## src/rtl/operand_forward_stage_if.sv

```systemverilog
// Operand-forwarding stage bus: ID-stage request, pipeline results coming
// back for forwarding, and the registered ID/EX + tag-chain outputs.
//
// Flow control: ID_VALID marks a real instruction in ID. There is no ready
// signal; STALL is the back-pressure. While STALL=1 the driver must hold the
// same ID instruction, and it is accepted on the first edge with STALL=0.
interface operand_forward_stage_if #(
    parameter int DW = 32,
    parameter int AW = 5
);
    logic [AW-1:0] RA;
    logic [AW-1:0] RB;
    logic [DW-1:0] PA;
    logic [DW-1:0] PB;
    logic          ID_VALID;
    logic [AW-1:0] ID_RD;
    logic          ID_LE;
    logic          ID_LOAD;
    logic          FLUSH;
    logic [DW-1:0] EX_RES;
    logic [DW-1:0] MEM_RES;
    logic [DW-1:0] WB_RES;

    logic [DW-1:0] EX_A;
    logic [DW-1:0] EX_B;
    logic          EX_VALID;
    logic [AW-1:0] EX_RD;
    logic          EX_LE;
    logic          EX_LOAD;
    logic [AW-1:0] MEM_RD;
    logic          MEM_LE;
    logic [AW-1:0] WB_RD;
    logic          WB_LE;
    logic [1:0]    FWD_A;
    logic [1:0]    FWD_B;
    logic          STALL;

    modport master (
        output RA, RB, PA, PB, ID_VALID, ID_RD, ID_LE, ID_LOAD, FLUSH,
               EX_RES, MEM_RES, WB_RES,
        input  EX_A, EX_B, EX_VALID, EX_RD, EX_LE, EX_LOAD,
               MEM_RD, MEM_LE, WB_RD, WB_LE, FWD_A, FWD_B, STALL
    );

    modport slave (
        input  RA, RB, PA, PB, ID_VALID, ID_RD, ID_LE, ID_LOAD, FLUSH,
               EX_RES, MEM_RES, WB_RES,
        output EX_A, EX_B, EX_VALID, EX_RD, EX_LE, EX_LOAD,
               MEM_RD, MEM_LE, WB_RD, WB_LE, FWD_A, FWD_B, STALL
    );
endinterface

```

## src/rtl/operand_forward_stage.sv

```systemverilog
// Operand forwarding / load-use stall stage between the register file and EX.
// Resolves RAW hazards from EX/MEM/WB, inserts one bubble per load-use, and
// carries the destination tag chain whose WB end writes the register file.
module operand_forward_stage #(
    parameter int DW = 32,
    parameter int AW = 5
) (
    input logic                    CLK,
    input logic                    RST,
    operand_forward_stage_if.slave bus
);
    localparam logic [1:0] SEL_RF  = 2'd0;
    localparam logic [1:0] SEL_EX  = 2'd1;
    localparam logic [1:0] SEL_MEM = 2'd2;
    localparam logic [1:0] SEL_WB  = 2'd3;

    logic [DW-1:0] ex_a_q, ex_a_d;
    logic [DW-1:0] ex_b_q, ex_b_d;
    logic          ex_valid_q, ex_valid_d;
    logic [AW-1:0] ex_rd_q, ex_rd_d;
    logic          ex_le_q, ex_le_d;
    logic          ex_load_q, ex_load_d;
    logic [AW-1:0] mem_rd_q, mem_rd_d;
    logic          mem_le_q, mem_le_d;
    logic [AW-1:0] wb_rd_q, wb_rd_d;
    logic          wb_le_q, wb_le_d;

    logic [1:0]    fwd_a, fwd_b;
    logic [DW-1:0] opnd_a, opnd_b;
    logic          hazard, stall;

    // Youngest in-flight writer wins; a load still in EX has no data yet.
    // Source register 0 never matches, so R0 writers are never forwarded.
    function automatic logic [1:0] fwd_sel(
        input logic [AW-1:0] src,
        input logic          e_le, input logic [AW-1:0] e_rd, input logic e_load,
        input logic          m_le, input logic [AW-1:0] m_rd,
        input logic          w_le, input logic [AW-1:0] w_rd
    );
        if (src == '0)                          return SEL_RF;
        else if (e_le && e_rd == src && !e_load) return SEL_EX;
        else if (m_le && m_rd == src)           return SEL_MEM;
        else if (w_le && w_rd == src)           return SEL_WB;
        else                                    return SEL_RF;
    endfunction

    // WB must be forwarded: the register file writes on the same edge, so
    // PA/PB still carry the old contents this cycle.
    function automatic logic [DW-1:0] fwd_data(
        input logic [1:0]    sel,
        input logic [AW-1:0] src,
        input logic [DW-1:0] rf, input logic [DW-1:0] ex,
        input logic [DW-1:0] mem, input logic [DW-1:0] wb
    );
        if (src == '0) return '0;
        case (sel)
            SEL_EX:  return ex;
            SEL_MEM: return mem;
            SEL_WB:  return wb;
            default: return rf;
        endcase
    endfunction

    // Forward selection, load-use detection and next-state for ID/EX and the tag chain.
    always_comb begin
        fwd_a  = fwd_sel(bus.RA, ex_le_q, ex_rd_q, ex_load_q, mem_le_q, mem_rd_q, wb_le_q, wb_rd_q);
        fwd_b  = fwd_sel(bus.RB, ex_le_q, ex_rd_q, ex_load_q, mem_le_q, mem_rd_q, wb_le_q, wb_rd_q);
        opnd_a = fwd_data(fwd_a, bus.RA, bus.PA, bus.EX_RES, bus.MEM_RES, bus.WB_RES);
        opnd_b = fwd_data(fwd_b, bus.RB, bus.PB, bus.EX_RES, bus.MEM_RES, bus.WB_RES);

        hazard = bus.ID_VALID && ex_load_q && ex_le_q && (ex_rd_q != '0) &&
                 ((ex_rd_q == bus.RA) || (ex_rd_q == bus.RB));
        // A taken branch squashes the dependent instruction, so no stall is needed.
        stall  = hazard && !bus.FLUSH;

        ex_a_d     = '0;
        ex_b_d     = '0;
        ex_valid_d = 1'b0;
        ex_rd_d    = '0;
        ex_le_d    = 1'b0;
        ex_load_d  = 1'b0;
        if (!(bus.FLUSH || stall)) begin
            ex_a_d     = opnd_a;
            ex_b_d     = opnd_b;
            ex_valid_d = bus.ID_VALID;
            ex_rd_d    = bus.ID_RD;
            ex_le_d    = bus.ID_LE && bus.ID_VALID;
            ex_load_d  = bus.ID_LOAD && bus.ID_VALID;
        end

        // The tag chain always advances; stalls only affect what enters EX.
        mem_rd_d = ex_rd_q;
        mem_le_d = ex_le_q;
        wb_rd_d  = mem_rd_q;
        wb_le_d  = mem_le_q;
    end

    // Pipeline registers; reset clears the bubble and every tag so no write follows reset.
    always_ff @(posedge CLK) begin
        if (RST) begin
            ex_a_q     <= '0;
            ex_b_q     <= '0;
            ex_valid_q <= 1'b0;
            ex_rd_q    <= '0;
            ex_le_q    <= 1'b0;
            ex_load_q  <= 1'b0;
            mem_rd_q   <= '0;
            mem_le_q   <= 1'b0;
            wb_rd_q    <= '0;
            wb_le_q    <= 1'b0;
        end else begin
            ex_a_q     <= ex_a_d;
            ex_b_q     <= ex_b_d;
            ex_valid_q <= ex_valid_d;
            ex_rd_q    <= ex_rd_d;
            ex_le_q    <= ex_le_d;
            ex_load_q  <= ex_load_d;
            mem_rd_q   <= mem_rd_d;
            mem_le_q   <= mem_le_d;
            wb_rd_q    <= wb_rd_d;
            wb_le_q    <= wb_le_d;
        end
    end

    assign bus.EX_A     = ex_a_q;
    assign bus.EX_B     = ex_b_q;
    assign bus.EX_VALID = ex_valid_q;
    assign bus.EX_RD    = ex_rd_q;
    assign bus.EX_LE    = ex_le_q;
    assign bus.EX_LOAD  = ex_load_q;
    assign bus.MEM_RD   = mem_rd_q;
    assign bus.MEM_LE   = mem_le_q;
    assign bus.WB_RD    = wb_rd_q;
    assign bus.WB_LE    = wb_le_q;
    assign bus.FWD_A    = fwd_a;
    assign bus.FWD_B    = fwd_b;
    assign bus.STALL    = stall;
endmodule

```

## src/flat_wrapper.sv

```systemverilog
// flat-port wrapper written by rule: the top's interface ports become plain ports
module operand_forward_stage_flat 
#(
    parameter int DW = 32,
    parameter int AW = 5
)
  (CLK, RST, bus_RA, bus_RB, bus_PA, bus_PB, bus_ID_VALID, bus_ID_RD, bus_ID_LE, bus_ID_LOAD, bus_FLUSH, bus_EX_RES, bus_MEM_RES, bus_WB_RES, bus_EX_A, bus_EX_B, bus_EX_VALID, bus_EX_RD, bus_EX_LE, bus_EX_LOAD, bus_MEM_RD, bus_MEM_LE, bus_WB_RD, bus_WB_LE, bus_FWD_A, bus_FWD_B, bus_STALL);
  operand_forward_stage_if #(.DW(DW), .AW(AW)) bus_i ();
  input logic CLK;
  input logic RST;
  input wire logic [$bits(bus_i.RA)-1:0] bus_RA;
  input wire logic [$bits(bus_i.RB)-1:0] bus_RB;
  input wire logic [$bits(bus_i.PA)-1:0] bus_PA;
  input wire logic [$bits(bus_i.PB)-1:0] bus_PB;
  input wire logic [$bits(bus_i.ID_VALID)-1:0] bus_ID_VALID;
  input wire logic [$bits(bus_i.ID_RD)-1:0] bus_ID_RD;
  input wire logic [$bits(bus_i.ID_LE)-1:0] bus_ID_LE;
  input wire logic [$bits(bus_i.ID_LOAD)-1:0] bus_ID_LOAD;
  input wire logic [$bits(bus_i.FLUSH)-1:0] bus_FLUSH;
  input wire logic [$bits(bus_i.EX_RES)-1:0] bus_EX_RES;
  input wire logic [$bits(bus_i.MEM_RES)-1:0] bus_MEM_RES;
  input wire logic [$bits(bus_i.WB_RES)-1:0] bus_WB_RES;
  output wire logic [$bits(bus_i.EX_A)-1:0] bus_EX_A;
  output wire logic [$bits(bus_i.EX_B)-1:0] bus_EX_B;
  output wire logic [$bits(bus_i.EX_VALID)-1:0] bus_EX_VALID;
  output wire logic [$bits(bus_i.EX_RD)-1:0] bus_EX_RD;
  output wire logic [$bits(bus_i.EX_LE)-1:0] bus_EX_LE;
  output wire logic [$bits(bus_i.EX_LOAD)-1:0] bus_EX_LOAD;
  output wire logic [$bits(bus_i.MEM_RD)-1:0] bus_MEM_RD;
  output wire logic [$bits(bus_i.MEM_LE)-1:0] bus_MEM_LE;
  output wire logic [$bits(bus_i.WB_RD)-1:0] bus_WB_RD;
  output wire logic [$bits(bus_i.WB_LE)-1:0] bus_WB_LE;
  output wire logic [$bits(bus_i.FWD_A)-1:0] bus_FWD_A;
  output wire logic [$bits(bus_i.FWD_B)-1:0] bus_FWD_B;
  output wire logic [$bits(bus_i.STALL)-1:0] bus_STALL;
  assign bus_i.RA = bus_RA;
  assign bus_i.RB = bus_RB;
  assign bus_i.PA = bus_PA;
  assign bus_i.PB = bus_PB;
  assign bus_i.ID_VALID = bus_ID_VALID;
  assign bus_i.ID_RD = bus_ID_RD;
  assign bus_i.ID_LE = bus_ID_LE;
  assign bus_i.ID_LOAD = bus_ID_LOAD;
  assign bus_i.FLUSH = bus_FLUSH;
  assign bus_i.EX_RES = bus_EX_RES;
  assign bus_i.MEM_RES = bus_MEM_RES;
  assign bus_i.WB_RES = bus_WB_RES;
  assign bus_EX_A = bus_i.EX_A;
  assign bus_EX_B = bus_i.EX_B;
  assign bus_EX_VALID = bus_i.EX_VALID;
  assign bus_EX_RD = bus_i.EX_RD;
  assign bus_EX_LE = bus_i.EX_LE;
  assign bus_EX_LOAD = bus_i.EX_LOAD;
  assign bus_MEM_RD = bus_i.MEM_RD;
  assign bus_MEM_LE = bus_i.MEM_LE;
  assign bus_WB_RD = bus_i.WB_RD;
  assign bus_WB_LE = bus_i.WB_LE;
  assign bus_FWD_A = bus_i.FWD_A;
  assign bus_FWD_B = bus_i.FWD_B;
  assign bus_STALL = bus_i.STALL;
  operand_forward_stage #(.DW(DW), .AW(AW)) u_core (.CLK(CLK), .RST(RST), .bus(bus_i));
endmodule
```

## config.mk

```make
export PLATFORM = sky130hd
export DESIGN_NAME = operand_forward_stage_flat
export DESIGN_NICKNAME = d
export VERILOG_FILES = /design/src/rtl/operand_forward_stage_if.sv /design/src/rtl/operand_forward_stage.sv /design/src/flat_wrapper.sv
export SDC_FILE = /design/constraint.sdc
export NUM_CORES = 1
export LEC_CHECK = 0
export ABC_AREA = 1
export CAP_MARGIN = 15
export CORE_MARGIN = 2
export CORE_UTILIZATION = 40
export DETAILED_ROUTE_END_ITERATION = 10
export PLACE_DENSITY = 0.81
export SLEW_MARGIN = 25
export SYNTH_ARGS = -nofsm -noshare
export SYNTH_HDL_FRONTEND = slang
export SYNTH_SLANG_ARGS = --single-unit
export TNS_END_PERCENT = 1
```

## constraint.sdc

```tcl
create_clock -name CLK -period 1.97 [get_ports CLK]
set_input_delay 0.394 -clock CLK [delete_from_list [all_inputs] [get_ports CLK]]
set_output_delay 0.394 -clock CLK [all_outputs]
set_load 0.02 [all_outputs]
```

Word level (Yosys, flattened, before mapping)
Index checks and enable logic that the tools add are counted.
{"block": "word_totals", "ff_bits": 84, "in_bits": 181, "elab_cells": 61}
{"block": "classes", "eq_ne": 12, "mux": 16, "reduce_logical": 23}
{"operator": "case mux 32 bit (3 select lines)", "n": 2}
{"operator": "2-to-1 mux 32 bit", "n": 4}
{"operator": "equality test 5 bit", "n": 6}
{"operator": "2-to-1 mux 2 bit", "n": 8}
{"operator": "logical AND 1 bit", "n": 15}
{"operator": "zero test 5 bit", "n": 2}
{"operator": "equality test 2 bit (second input constant)", "n": 4}
{"operator": "nonzero test 5 bit", "n": 1}
{"operator": "equality test 2 x 1 -> 1 bit (second input constant)", "n": 2}
{"operator": "zero test 1 bit", "n": 2}
{"operator": "logical OR 1 bit", "n": 2}
{"operator": "2-to-1 mux 1 bit", "n": 2}
{"operator": "OR reduction 2 bit", "n": 1}

Longest topological paths before layout
Gate-level depths: netlist (run 1).
{"block": "logic_depth", "depth_word": 9, "mapped_depth": 15, "depth_no_buf": 14}

Worst setup path before layout (run 1)
OpenSTA, ideal clock, no wires.
{"block": "synth_timing", "kind": "register -> output", "start": "register u_core.ex_rd_q[2], in the netlist u_core.bus.EX_RD[2]", "end": "output bus_FWD_A[0]", "t_arrival_ns": 1.610, "required_time_ns": 1.576, "path_slack_ns": -0.034, "path_stages_with_launch": 10, "path_buffers": 1, "cell_sequence": "dfxtp_1 > inv_1 > nand2_1 > nand2_1 > nor2_2 > nand4_4 > nand2_4 > nand2_4 > buf_2 > inv_1"}
{"block": "synth_via", "elab_chain_cells": 5}
{"item": "from (decl)", "line_no": "operand_forward_stage.sv:20", "source": "logic [AW-1:0] ex_rd_q, ex_rd_d;"}
{"item": "from (signal assigned)", "line_no": "operand_forward_stage.sv:115", "source": "ex_rd_q <= ex_rd_d;"}
{"item": "equality test 5 bit", "line_no": "operand_forward_stage.sv:41", "source": "else if (e_le && e_rd == src && !e_load) return SEL_EX;"}
{"item": "logical AND 1 bit (2 in series)", "line_no": "operand_forward_stage.sv:41"}
{"item": "2-to-1 mux 2 bit", "line_no": "operand_forward_stage.sv:41"}
{"item": "2-to-1 mux 2 bit", "line_no": "operand_forward_stage.sv:40", "source": "if (src == '0) return SEL_RF;"}
{"item": "to (decl)", "line_no": "flat_wrapper.sv:33", "source": "output wire logic [$bits(bus_i.FWD_A)-1:0] bus_FWD_A;"}
Every way passes these cells.

Worst setup path in the final report (run 1)
{"block": "layout_timing", "start": "register u_core.ex_rd_q[0], in the netlist u_core.bus.EX_RD[0]", "end": "output bus_FWD_A[1]"}
Same word-level chain as after synthesis.

==> impl_summary.txt, run 1 <==
----------------------------------------------------
[Run status]
  Run status ... complete, but fails checks
  Violated checks ... negative setup slack

[STA]
  Slew Viols, Final ... 0
  Slew at the pin closest to its max-slew limit ... 0.404 ns
  Setup repair after global routing missed its margin ... true
  Endpoints failing hold ... 0
  Fin Clk Skew ... 0.00771 ns
  Time the worst path needs with I/O delays and setup ... 2.16 ns
  Final worst-path cycle share ... 109%
  Worst rel slew slack ... 73.0%
  Top achievable clock speed ... 464 MHz
  Final setup violation count ... 47
  Worst Setup Slack, final ... -0.187 ns

[Clocking]
  Number of levels in the clock H-tree ... 3
  CTS tree ... built
  Worst-path clk slew ... 0.06 ns
  Source-to-sink clock delay at the later pin of the worst-skew pair ... 0.36 ns
  Number of clock buffers inserted by TritonCTS ... 9
  Max clock buf depth ... 2
  Cell chosen for the clock root ... sky130_fd_sc_hd__clkbuf_16
  # hold bufs at CTS ... 0
  # clock sinks ... 84

[Setup path]
  Register-to-Register Setup Slack ... -0.17 ns
  Cell depth of the worst flop-to-flop path ... 14
  Number of buffer and inverter stages on the critical path ... 4
  Start-to-end type of the worst setup path ... flip-flop to output pin
  Cell family with the largest share of critical-path delay ... buffers and inverters
  Top fanout value on the critical path ... 4
  Critical path arrival ... 1.76 ns
  Series of cell instances along the critical path ... buf_6 > xor2_1 > nor2_2 > buf_4 > nand4_4 > buf_6 > nand2_4 > nor2_4 > buf_6
  Type of destination of the critical path ... output pin
  Worst r2r src ... u_core.bus.EX_RD[0]
  Longest individual stage delay on the worst path ... 0.36 ns
  Required time of the worst setup path ... 1.58 ns
  Worst reg2reg path endpoint ... u_core.bus.EX_A[26]
  Most common cell type on the critical path ... sky130_fd_sc_hd__buf_6
  Max stage delay cell, worst path ... sky130_fd_sc_hd__dfxtp_4
  Startpoint class of the critical path ... flip-flop

[Power and ir drop]
  Largest vdd supply drop ... 0.378 mV
  Pwr Total ... 0.00454 W
  Pwr Density ... 481 nW/um^2
  Leakage power figure ... 4.40 nW

[Logic synthesis]
  Synth Instances ... 874
  Number of warning messages in the yosys log ... 0
  Yosys reg bits ... 84
  Net count after synthesis ... 1055
  Mean instance size in the synthesized netlist ... 6.10 sq um
  Number of distinct standard cells referenced by the synthesized netlist ... 27
  Synth Cell Area ... 5330 sq um
  Proportion of synthesized chip area in sequential cells ... 31.6%

[GRT]
  Maximum number of pins on one net before global-route repair ... 33
  Overall routing resource usage ... 31.4%
  Wire length of the first global-routing pass ... 34.9 mm
  Initial antenna violation count ... 1
  Via count of the first global-routing pass ... 6763
  Overflow left after global routing ... 0

[Cells and area]
  Most used cells in the layout excluding fill and tap cells ... sky130_fd_sc_hd__clkdlybuf4s50_1, sky130_fd_sc_hd__nand2_1, sky130_fd_sc_hd__nor2_1
  Fill cell count ... 1109
  Synth-to-Final Area Change ... 77.2%
  Total Nets Final ... 1391
  Share of layout cells above drive strength 1 ... 17.2%
  Most frequent standard cell in the layout excluding fill and tap cells ... sky130_fd_sc_hd__clkdlybuf4s50_1

[Worst hold path]
  Worst Hold Endpoint ... u_core.bus.WB_RD[0]
  Hold path depth ... 2
  Hold crit path type ... flip-flop to flip-flop
  Start point of the worst min-delay path ... u_core.bus.MEM_RD[0]

[Placement]
  RD Place Congestion ... 0.932
  Half-perimeter wire length of the detailed placement result ... 16.7 mm
  Pre-CTS setup slack ... -0.930 ns
  Input/output buffers ... 269

[Detailed routing]
  Iter 0 DRT Violations ... 731
  1st-pass router iterations ... 5
  Final routed wirelength across all metal layers ... 22.8 mm
  Via density per instance ... 5.10
  Antenna violation net count after detailed routing ... 0
  Met2 wire length ... 10.8 mm
  Highest routing layer actually used ... met4
  Met3 Routed Length ... 2.25 mm
  Met1 WL ... 8.98 mm
  Wire length per cell ... 16.4 microns
  DRC ... 0
  Routed vias ... 7094

[Run]
  Number of violations of the max-capacitance limit ... 0

[Floorplan]
  Die ar. ... 14300 sq um
  Height of the chip ... 119 microns
  Initial standard-cell utilization of the core ... 40.6%
  Number of rows created at floorplan ... 42
  Core area ... 13100 sq um
  Top Ports ... 270
  Die width ... 119 microns

----------------------------------------------------
==> worst min-delay path, delay by kind of cell, from the launching register on <==
kind                   cells  cell delay [ns]
AND/OR/NAND/NOR            1             0.04
buffers and inverters      1             0.09
flip-flops                 1             0.31
==> repair_timing <==
action	in CTS	in global routing
pin swaps	10	40
setup buffers	7	3
gates cloned	0	0
resized for setup	63	64
setup endpoints to repair	69	69
==> sequential cells by signal, summed over array words and instances (netlist names) <==
signal / flops
u_core.bus.EX_LOAD: 1
u_core.bus.EX_LE: 1
u_core.bus.EX_RD: 5
u_core.bus.MEM_LE: 1
u_core.bus.EX_VALID: 1
u_core.bus.EX_A: 32
u_core.bus.WB_RD: 5
u_core.bus.EX_B: 32
u_core.bus.WB_LE: 1
u_core.bus.MEM_RD: 5
==> per-stage QoR <==
stage                     hold slack (ns)  instances  instance area (sq um)  util, %  setup TNS, ns
final                               0.481       1392                   9440     71.9          -3.45
after global routing                0.542       1392                   9440     71.9          -8.72
after CTS                           0.491       1388                   9210     70.1          -3.66
after detailed placement            0.483       1365                   8770     66.8         -51.00
after global placement              0.474       1365                   8770     66.8         -49.16
after floorplan                     0.466        874                   5330        -              0
==> report_power, final <==
group	switching (W)	total [W]	leakage, nW	internal (W)
Sequential	0.0000240	0.00179	0.694	0.00176
Clock	0.000725	0.00177	0.149	0.00105
Combinational	0.000410	0.000980	3.56	0.000570
==> per-layer routing <==
metal | GRT usage, % | vias up
li1 | - | 3497
met1 | 37.7 | 3157
met2 | 51.5 | 383
met3 | 8.48 | 57
met4 | 15.6 | 0
met5 | 0 | -
==> how the worst max path moves through the flow <==
| stage | from | to | slack [ns] | cells past startpoint |
|---|---|---|---|---|
| floorplan | u_core.bus.WB_RD[2] | bus_FWD_B[0] | 0.02 | 11 |
| global placement | bus_RB[3] | bus_FWD_B[1] | -0.88 | 10 |
| detailed placement | bus_RB[3] | bus_FWD_B[1] | -0.93 | 10 |
| CTS | u_core.bus.EX_RD[0] | bus_FWD_A[1] | -0.18 | 9 |
| global route | u_core.bus.MEM_RD[3] | bus_FWD_B[1] | -0.24 | 9 |
| finish | u_core.bus.EX_RD[0] | bus_FWD_A[1] | -0.19 | 9 |
==> final cells by class <==
| type | instances | area (sq um) | area share (%) |
|---|---|---|---|
| timing repair buffer | 378 | 3690 | 39.0 |
| clock inverter | 4 | 47.5 | 0.503 |
| antenna | 1 | 2.50 | 0.0265 |
| inverter | 117 | 439 | 4.65 |
| tap | 176 | 220 | 2.33 |
| sequential | 84 | 1700 | 18.0 |
| clock buffer | 12 | 256 | 2.72 |
| multi-input combinational | 620 | 3090 | 32.8 |
==> logic make-up (layout without fill, tap and decap cells) <==
kind of cell	count (synthesis)	in the layout	synth area share [%]
DFF	84	84	31.6
xor gates and xnor gates	3	3	0.493
other	0	1	0
and+or+nand+nor	514	514	44.4
buffers and inverters	170	511	13.9
AOI/OAI and AO/OA	103	103	9.67
==> cells in the mapped netlist <==
cell	number	area, sq um
sky130_fd_sc_hd__a21oi_1	1	5.00
sky130_fd_sc_hd__nor2_1	131	492
sky130_fd_sc_hd__nand3b_1	21	158
sky130_fd_sc_hd__nand2_4	5	56.3
sky130_fd_sc_hd__nand4_1	67	419
sky130_fd_sc_hd__nand4_2	1	12.5
sky130_fd_sc_hd__xor2_1	1	8.76
sky130_fd_sc_hd__clkinv_1	15	56.3
sky130_fd_sc_hd__nand3_1	71	355
sky130_fd_sc_hd__inv_1	93	349
sky130_fd_sc_hd__clkbuf_2	1	5.00
sky130_fd_sc_hd__nand2_2	4	25.0
sky130_fd_sc_hd__buf_2	31	155
sky130_fd_sc_hd__inv_2	9	33.8
sky130_fd_sc_hd__nand3_2	2	20.0
sky130_fd_sc_hd__xnor2_1	2	17.5
sky130_fd_sc_hd__o21ai_1	86	430
sky130_fd_sc_hd__nor2_2	6	37.5
sky130_fd_sc_hd__nand2_1	204	766
sky130_fd_sc_hd__nor3_1	1	5.00
sky130_fd_sc_hd__buf_4	4	30.0
sky130_fd_sc_hd__dfxtp_1	84	1680
sky130_fd_sc_hd__nand4_4	1	21.3
sky130_fd_sc_hd__o21ai_0	16	80.1
sky130_fd_sc_hd__buf_1	1	3.75
sky130_fd_sc_hd__buf_6	6	67.6
sky130_fd_sc_hd__clkbuf_1	10	37.5
(Power assumes the default switching activity.)
==> run 2, diff against run 1 <==
--- a/config.mk
+++ b/config.mk
@@ -8,9 +8,9 @@
 export ABC_AREA = 1
 export CAP_MARGIN = 15
 export CORE_MARGIN = 2
-export CORE_UTILIZATION = 40
+export CORE_UTILIZATION = 41
 export DETAILED_ROUTE_END_ITERATION = 10
-export PLACE_DENSITY = 0.81
+export PLACE_DENSITY = 0.83
 export SLEW_MARGIN = 25
 export SYNTH_ARGS = -nofsm -noshare
 export SYNTH_HDL_FRONTEND = slang
==> impl_summary.txt, run 2 (synthesis results as in run 1) <==
----------------------------------------------------
[Detailed routing]
  Routed vias ... 7160
  Iter 0 DRT Violations ... 794
  Wire length per cell ... 16.6 microns
  DRC ... 0
  Final routed wirelength across all metal layers ... 22.9 mm
  Antenna violation net count after detailed routing ... 0
  Via density per instance ... 5.19
  1st-pass router iterations ... 6

[Cells and area]
  Most used cells in the layout excluding fill and tap cells ... sky130_fd_sc_hd__clkdlybuf4s50_1, sky130_fd_sc_hd__nand2_1, sky130_fd_sc_hd__nor2_1
  Synth-to-Final Area Change ... 73.8%
  Share of layout cells above drive strength 1 ... 16.0%
  Most frequent standard cell in the layout excluding fill and tap cells ... sky130_fd_sc_hd__clkdlybuf4s50_1
  Post-route non-filler standard cell count ... 1380
  Total Nets Final ... 1385

[Setup path]
  Type of destination of the critical path ... output pin
  Longest individual stage delay on the worst path ... 0.41 ns
  Startpoint class of the critical path ... flip-flop
  Most common cell type on the critical path ... sky130_fd_sc_hd__nand2_4
  Cell depth of the worst flop-to-flop path ... 13
  Series of cell instances along the critical path ... buf_4 > nand2_1 > nor2_1 > nand3_1 > buf_6 > nand2_4 > nand2_4 > nor2_4 > buf_12 > buf_8
  Top fanout value on the critical path ... 3
  Critical path arrival ... 1.84 ns
  Worst reg2reg path endpoint ... u_core.bus.EX_A[31]
  Worst r2r src ... u_core.bus.MEM_LE
  Required time of the worst setup path ... 1.58 ns
  Register-to-Register Setup Slack ... -0.11 ns
  Max stage delay cell, worst path ... sky130_fd_sc_hd__dfxtp_1
  Number of buffer and inverter stages on the critical path ... 4
  Cell family with the largest share of critical-path delay ... simple AND/OR/NAND/NOR gates
  Start-to-end type of the worst setup path ... flip-flop to output pin

[Floorplan]
  Core area ... 12700 sq um
  Die width ... 118 microns
  Die ar. ... 13900 sq um
  Height of the chip ... 118 microns
  Number of rows created at floorplan ... 41
  Initial standard-cell utilization of the core ... 42.1%
  Top Ports ... 270

[Clocking]
  # hold bufs at CTS ... 0
  Number of clock buffers inserted by TritonCTS ... 9
  CTS tree ... built
  Number of levels in the clock H-tree ... 3
  # clock sinks ... 84
  Cell chosen for the clock root ... sky130_fd_sc_hd__clkbuf_16
  Source-to-sink clock delay at the later pin of the worst-skew pair ... 0.34 ns
  Worst-path clk slew ... 0.06 ns
  Max clock buf depth ... 2

[Power and ir drop]
  Pwr Density ... 476 nW/um^2
  Pwr Total ... 0.00441 W
  Leakage power figure ... 4.36 nW
  Largest vdd supply drop ... 0.370 mV

[GRT]
  Wire length of the first global-routing pass ... 34.9 mm
  Overall routing resource usage ... 31.5%
  Overflow left after global routing ... 0
  Maximum number of pins on one net before global-route repair ... 33
  Via count of the first global-routing pass ... 6762
  Initial antenna violation count ... 1

[Worst hold path]
  Hold crit path type ... flip-flop to flip-flop
  Worst Hold Endpoint ... u_core.bus.WB_RD[0]
  Hold path depth ... 2
  Start point of the worst min-delay path ... u_core.bus.MEM_RD[0]

[Run status]
  Violated checks ... negative setup slack
  Run status ... complete, but fails checks

[STA]
  Slew Viols, Final ... 0
  Fin Clk Skew ... 0.00655 ns
  Setup repair after global routing missed its margin ... true
  Slew at the pin closest to its max-slew limit ... 0.373 ns
  Worst rel slew slack ... 75.1%
  Top achievable clock speed ... 449 MHz
  Worst Hold Margin ... 0.473 ns
  Final setup violation count ... 36
  Final worst-path cycle share ... 113%
  Endpoints failing hold ... 0
  Worst Setup Slack, final ... -0.260 ns
  Time the worst path needs with I/O delays and setup ... 2.23 ns

[Placement]
  Half-perimeter wire length of the detailed placement result ... 17.0 mm
  Dpl cells ... 1361
  Input/output buffers ... 269
  RD Place Congestion ... 0.912

[Run]
  Number of violations of the max-capacitance limit ... 0

----------------------------------------------------
[run 2: changes by cell type in the layout (fill, tap and decap cells not counted), sizes merged]
cell and change:
buf -4, clkbuf +4, clkdlybuf4s15 -2, clkdlybuf4s50 -2
clkinv -5, dlygate4sd2 -2, inv +3
[run 2: worst max-delay path by stage]
| stage | startpoint | cells after the start | endpoint |
|---|---|---|---|
| 2_1_floorplan | u_core.bus.WB_RD[2] | 11 | bus_FWD_B[0] |
| 3_3_place_gp | bus_RB[0] | 10 | bus_FWD_B[0] |
| 3_5_place_dp | bus_RB[0] | 10 | bus_FWD_B[0] |
| 4_1_cts | u_core.bus.MEM_RD[1] | 12 | bus_FWD_A[1] |
| 5_1_grt | u_core.bus.MEM_RD[2] | 11 | bus_FWD_A[1] |
| 6_report | u_core.bus.MEM_LE | 10 | bus_FWD_A[1] |
[run 2: power breakdown]
part / leakage, nW / switching, W / internal, W / total, W
clock network: 0.129 / 0.000687 / 0.000971 / 0.00166
registers: 0.693 / 0.0000249 / 0.00176 / 0.00179
logic: 3.54 / 0.000403 / 0.000561 / 0.000963
total: 4.36 / 0.00112 / 0.00330 / 0.00441
[run 2: area by class of cell]
type                    instances  area, sq um
flip-flops and latches         84         1700
multi-input cells             620         3020
well taps                     172          215
fillers                      1038         3410
repair buffers                372         3610
clock inverters                 2         37.5
clock buffers                  12          236
diodes                          1         2.50
inverters                     117          439
[run 2: tightest hold or removal path: stages, from the launching register on]
cell	delay, ns
sky130_fd_sc_hd__dfxtp_1	0.31
sky130_fd_sc_hd__inv_1	0.08
sky130_fd_sc_hd__nor2_1	0.04
[run 2: layer usage]
metal	part of all wire, %	global-route usage (%)	wire [microns]
met1	39	37.6	8900
met2	48	54.3	11000
met3	9.5	7.95	2170
met4	3.7	11.6	842
met5	0	0	0
[run 2: through the flow]
stage | setup TNS (ns) | util (%) | setup WS, ns | cell area (sq um)
detailed placement | -48.77 | 69.4 | -0.895 | 8790
CTS | -0.929 | 72.5 | -0.232 | 9190
global route | -8.21 | 73.1 | -0.359 | 9260
global placement | -46.53 | 69.4 | -0.874 | 8790
finish | -2.25 | 73.1 | -0.260 | 9260
floorplan | 0 | - | 0.0241 | 5330
[run 2: what timing repair did]
action / CTS / global route
resized for setup: 66 / 43
buffers inserted: 4 / 0
pin swaps: 7 / 20
endpoints found under the setup margin: 69 / 71
==> run 3, diff against run 2 <==
--- a/config.mk
+++ b/config.mk
@@ -6,11 +6,12 @@
 export NUM_CORES = 1
 export LEC_CHECK = 0
 export ABC_AREA = 1
-export CAP_MARGIN = 15
 export CORE_MARGIN = 2
 export CORE_UTILIZATION = 41
+export CTS_CLUSTER_DIAMETER = 150
 export DETAILED_ROUTE_END_ITERATION = 10
 export PLACE_DENSITY = 0.83
+export SKIP_LAST_GASP = 1
 export SLEW_MARGIN = 25
 export SYNTH_ARGS = -nofsm -noshare
 export SYNTH_HDL_FRONTEND = slang
==> impl_summary.txt, run 3 (synthesis results as in run 1) <==
----------------------------------------------------
[Run status]
  Run status ... complete, but fails checks
  Violated checks ... negative setup slack

[Clocking]
  Number of clock buffers inserted by TritonCTS ... 9
  Cell chosen for the clock root ... sky130_fd_sc_hd__clkbuf_16
  Max clock buf depth ... 2
  Source-to-sink clock delay at the later pin of the worst-skew pair ... 0.34 ns
  Number of levels in the clock H-tree ... 3
  Worst-path clk slew ... 0.06 ns
  CTS tree ... built
  # clock sinks ... 84

[Detailed routing]
  Met1 WL ... 8.67 mm
  Met2 wire length ... 10.9 mm
  Wire length per cell ... 16.5 microns
  Routed vias ... 7169
  Met3 Routed Length ... 2.37 mm
  Highest routing layer actually used ... met4
  1st-pass router iterations ... 6
  Final routed wirelength across all metal layers ... 22.7 mm
  DRC ... 0
  Iter 0 DRT Violations ... 866
  Via density per instance ... 5.19
  Antenna violation net count after detailed routing ... 0

[Floorplan]
  Height of the chip ... 118 microns
  Die ar. ... 13900 sq um
  Top Ports ... 270
  Core area ... 12700 sq um
  Die width ... 118 microns
  Initial standard-cell utilization of the core ... 42.1%
  Number of rows created at floorplan ... 41

[Cells and area]
  Most used cells in the layout excluding fill and tap cells ... sky130_fd_sc_hd__clkdlybuf4s50_1, sky130_fd_sc_hd__nand2_1, sky130_fd_sc_hd__nor2_1
  Post-route non-filler standard cell count ... 1380
  Share of layout cells above drive strength 1 ... 13.8%
  Synth-to-Final Area Change ... 71.9%
  Most frequent standard cell in the layout excluding fill and tap cells ... sky130_fd_sc_hd__clkdlybuf4s50_1
  Total Nets Final ... 1385

[Run]
  Number of violations of the max-capacitance limit ... 0

[Placement]
  Input/output buffers ... 269
  Half-perimeter wire length of the detailed placement result ... 17.0 mm
  Dpl cells ... 1361
  RD Place Congestion ... 0.912
  Pre-CTS setup slack ... -0.895 ns

[STA]
  Top achievable clock speed ... 457 MHz
  Slew at the pin closest to its max-slew limit ... 0.413 ns
  Setup repair after global routing missed its margin ... true
  Time the worst path needs with I/O delays and setup ... 2.19 ns
  Setup total negative slack ... -3.43 ns
  Final setup violation count ... 50
  Worst Hold Margin ... 0.472 ns
  Fin Clk Skew ... 0.00584 ns
  Slew Viols, Final ... 0
  Worst Setup Slack, final ... -0.216 ns
  Final worst-path cycle share ... 111%
  Endpoints failing hold ... 0
  Worst rel slew slack ... 72.4%

[Setup path]
  Max stage delay cell, worst path ... sky130_fd_sc_hd__dfxtp_1
  Start-to-end type of the worst setup path ... flip-flop to output pin
  Worst reg2reg path endpoint ... u_core.bus.EX_B[17]
  Startpoint class of the critical path ... flip-flop
  Worst r2r src ... u_core.bus.MEM_RD[2]
  Critical path arrival ... 1.79 ns
  Register-to-Register Setup Slack ... -0.12 ns
  Series of cell instances along the critical path ... buf_4 > nand2_1 > nand2_1 > nor2_2 > buf_4 > nand3_1 > nand2_4 > nand2_4 > nor2_4 > buf_12 > buf_8
  Type of destination of the critical path ... output pin
  Required time of the worst setup path ... 1.58 ns
  Cell depth of the worst flop-to-flop path ... 15
  Longest individual stage delay on the worst path ... 0.31 ns
  Top fanout value on the critical path ... 3

[GRT]
  Overall routing resource usage ... 31.4%
  Overflow left after global routing ... 0
  Initial antenna violation count ... 1
  Wire length of the first global-routing pass ... 34.8 mm
  Via count of the first global-routing pass ... 6779
  Maximum number of pins on one net before global-route repair ... 33

[Power and ir drop]
  Pwr Density ... 480 nW/um^2
  Largest vdd supply drop ... 0.371 mV
  Leakage power figure ... 4.30 nW
  Pwr Total ... 0.00440 W

[Worst hold path]
  Hold crit path type ... flip-flop to flip-flop
  Worst Hold Endpoint ... u_core.bus.WB_RD[0]
  Start point of the worst min-delay path ... u_core.bus.MEM_RD[0]
  Hold path depth ... 2

----------------------------------------------------
-- run 3: cell types whose count changed in the layout (fill, tap and decap cells not counted), sizes merged --
cell / previous run / this run
clkdlybuf4s15: 0 / 2
dlygate4sd2: 6 / 8
buf: 110 / 107
clkbuf: 16 / 13
clkinv: 12 / 15
clkdlybuf4s50: 252 / 254
inv: 105 / 102
-- run 3: layout make-up --
type	count	area [sq um]
antenna	1	2.50
tap	172	215
timing repair buffer	372	3580
multi-input combinational	620	2950
inverter	117	439
fill	1059	3510
clock inverter	2	37.5
clock buffer	12	236
sequential	84	1690
-- run 3: routing by layer --
layer	vias to the layer above	track usage, %
met1	3192	37.6
li1	3476	-
met2	434	53.5
met4	0	12.4
met5	-	0
met3	67	8.24
-- run 3: what timing repair did --
action                     in CTS  in global routing
pin swaps                       3                  3
setup endpoints to repair      69                 71
hold endpoints to repair        0                  0
gates resized for setup        43                 16
buffers inserted                4                  0
hold buffers                    0                  0
-- run 3: how the worst max path moves through the flow --
stage / startpoint / endpoint / slack (ns)
finish: u_core.bus.WB_RD[2] / bus_FWD_A[1] / -0.22
global route: u_core.bus.WB_RD[2] / bus_FWD_A[1] / -0.33
CTS: u_core.bus.MEM_RD[1] / bus_FWD_A[1] / -0.23
detailed placement: bus_RB[0] / bus_FWD_B[0] / -0.90
global placement: bus_RB[0] / bus_FWD_B[0] / -0.87
floorplan: u_core.bus.WB_RD[2] / bus_FWD_B[0] / 0.02
-- run 3: stage by stage --
step / cell area, sq um / utilization, %
detailed placement: 8790 / 69.4
global placement: 8790 / 69.4
global route: 9160 / 72.3
finish: 9160 / 72.3
floorplan: 5330 / -
CTS: 9130 / 72.0
-- run 3: worst max-delay path, delay by kind of cell, from the launching register on --
kind / cells / cell delay [ns]
flip-flops: 1 / 0.31
buffers and inverters: 4 / 0.48
AND/OR/NAND/NOR: 7 / 0.68
-- run 3: report_power, final --
| part | internal, W | switching (W) | total, W |
|---|---|---|---|
| sequential | 0.00177 | 0.0000249 | 0.00179 |
| clock | 0.000971 | 0.000687 | 0.00166 |
| combinational | 0.000558 | 0.000395 | 0.000952 |
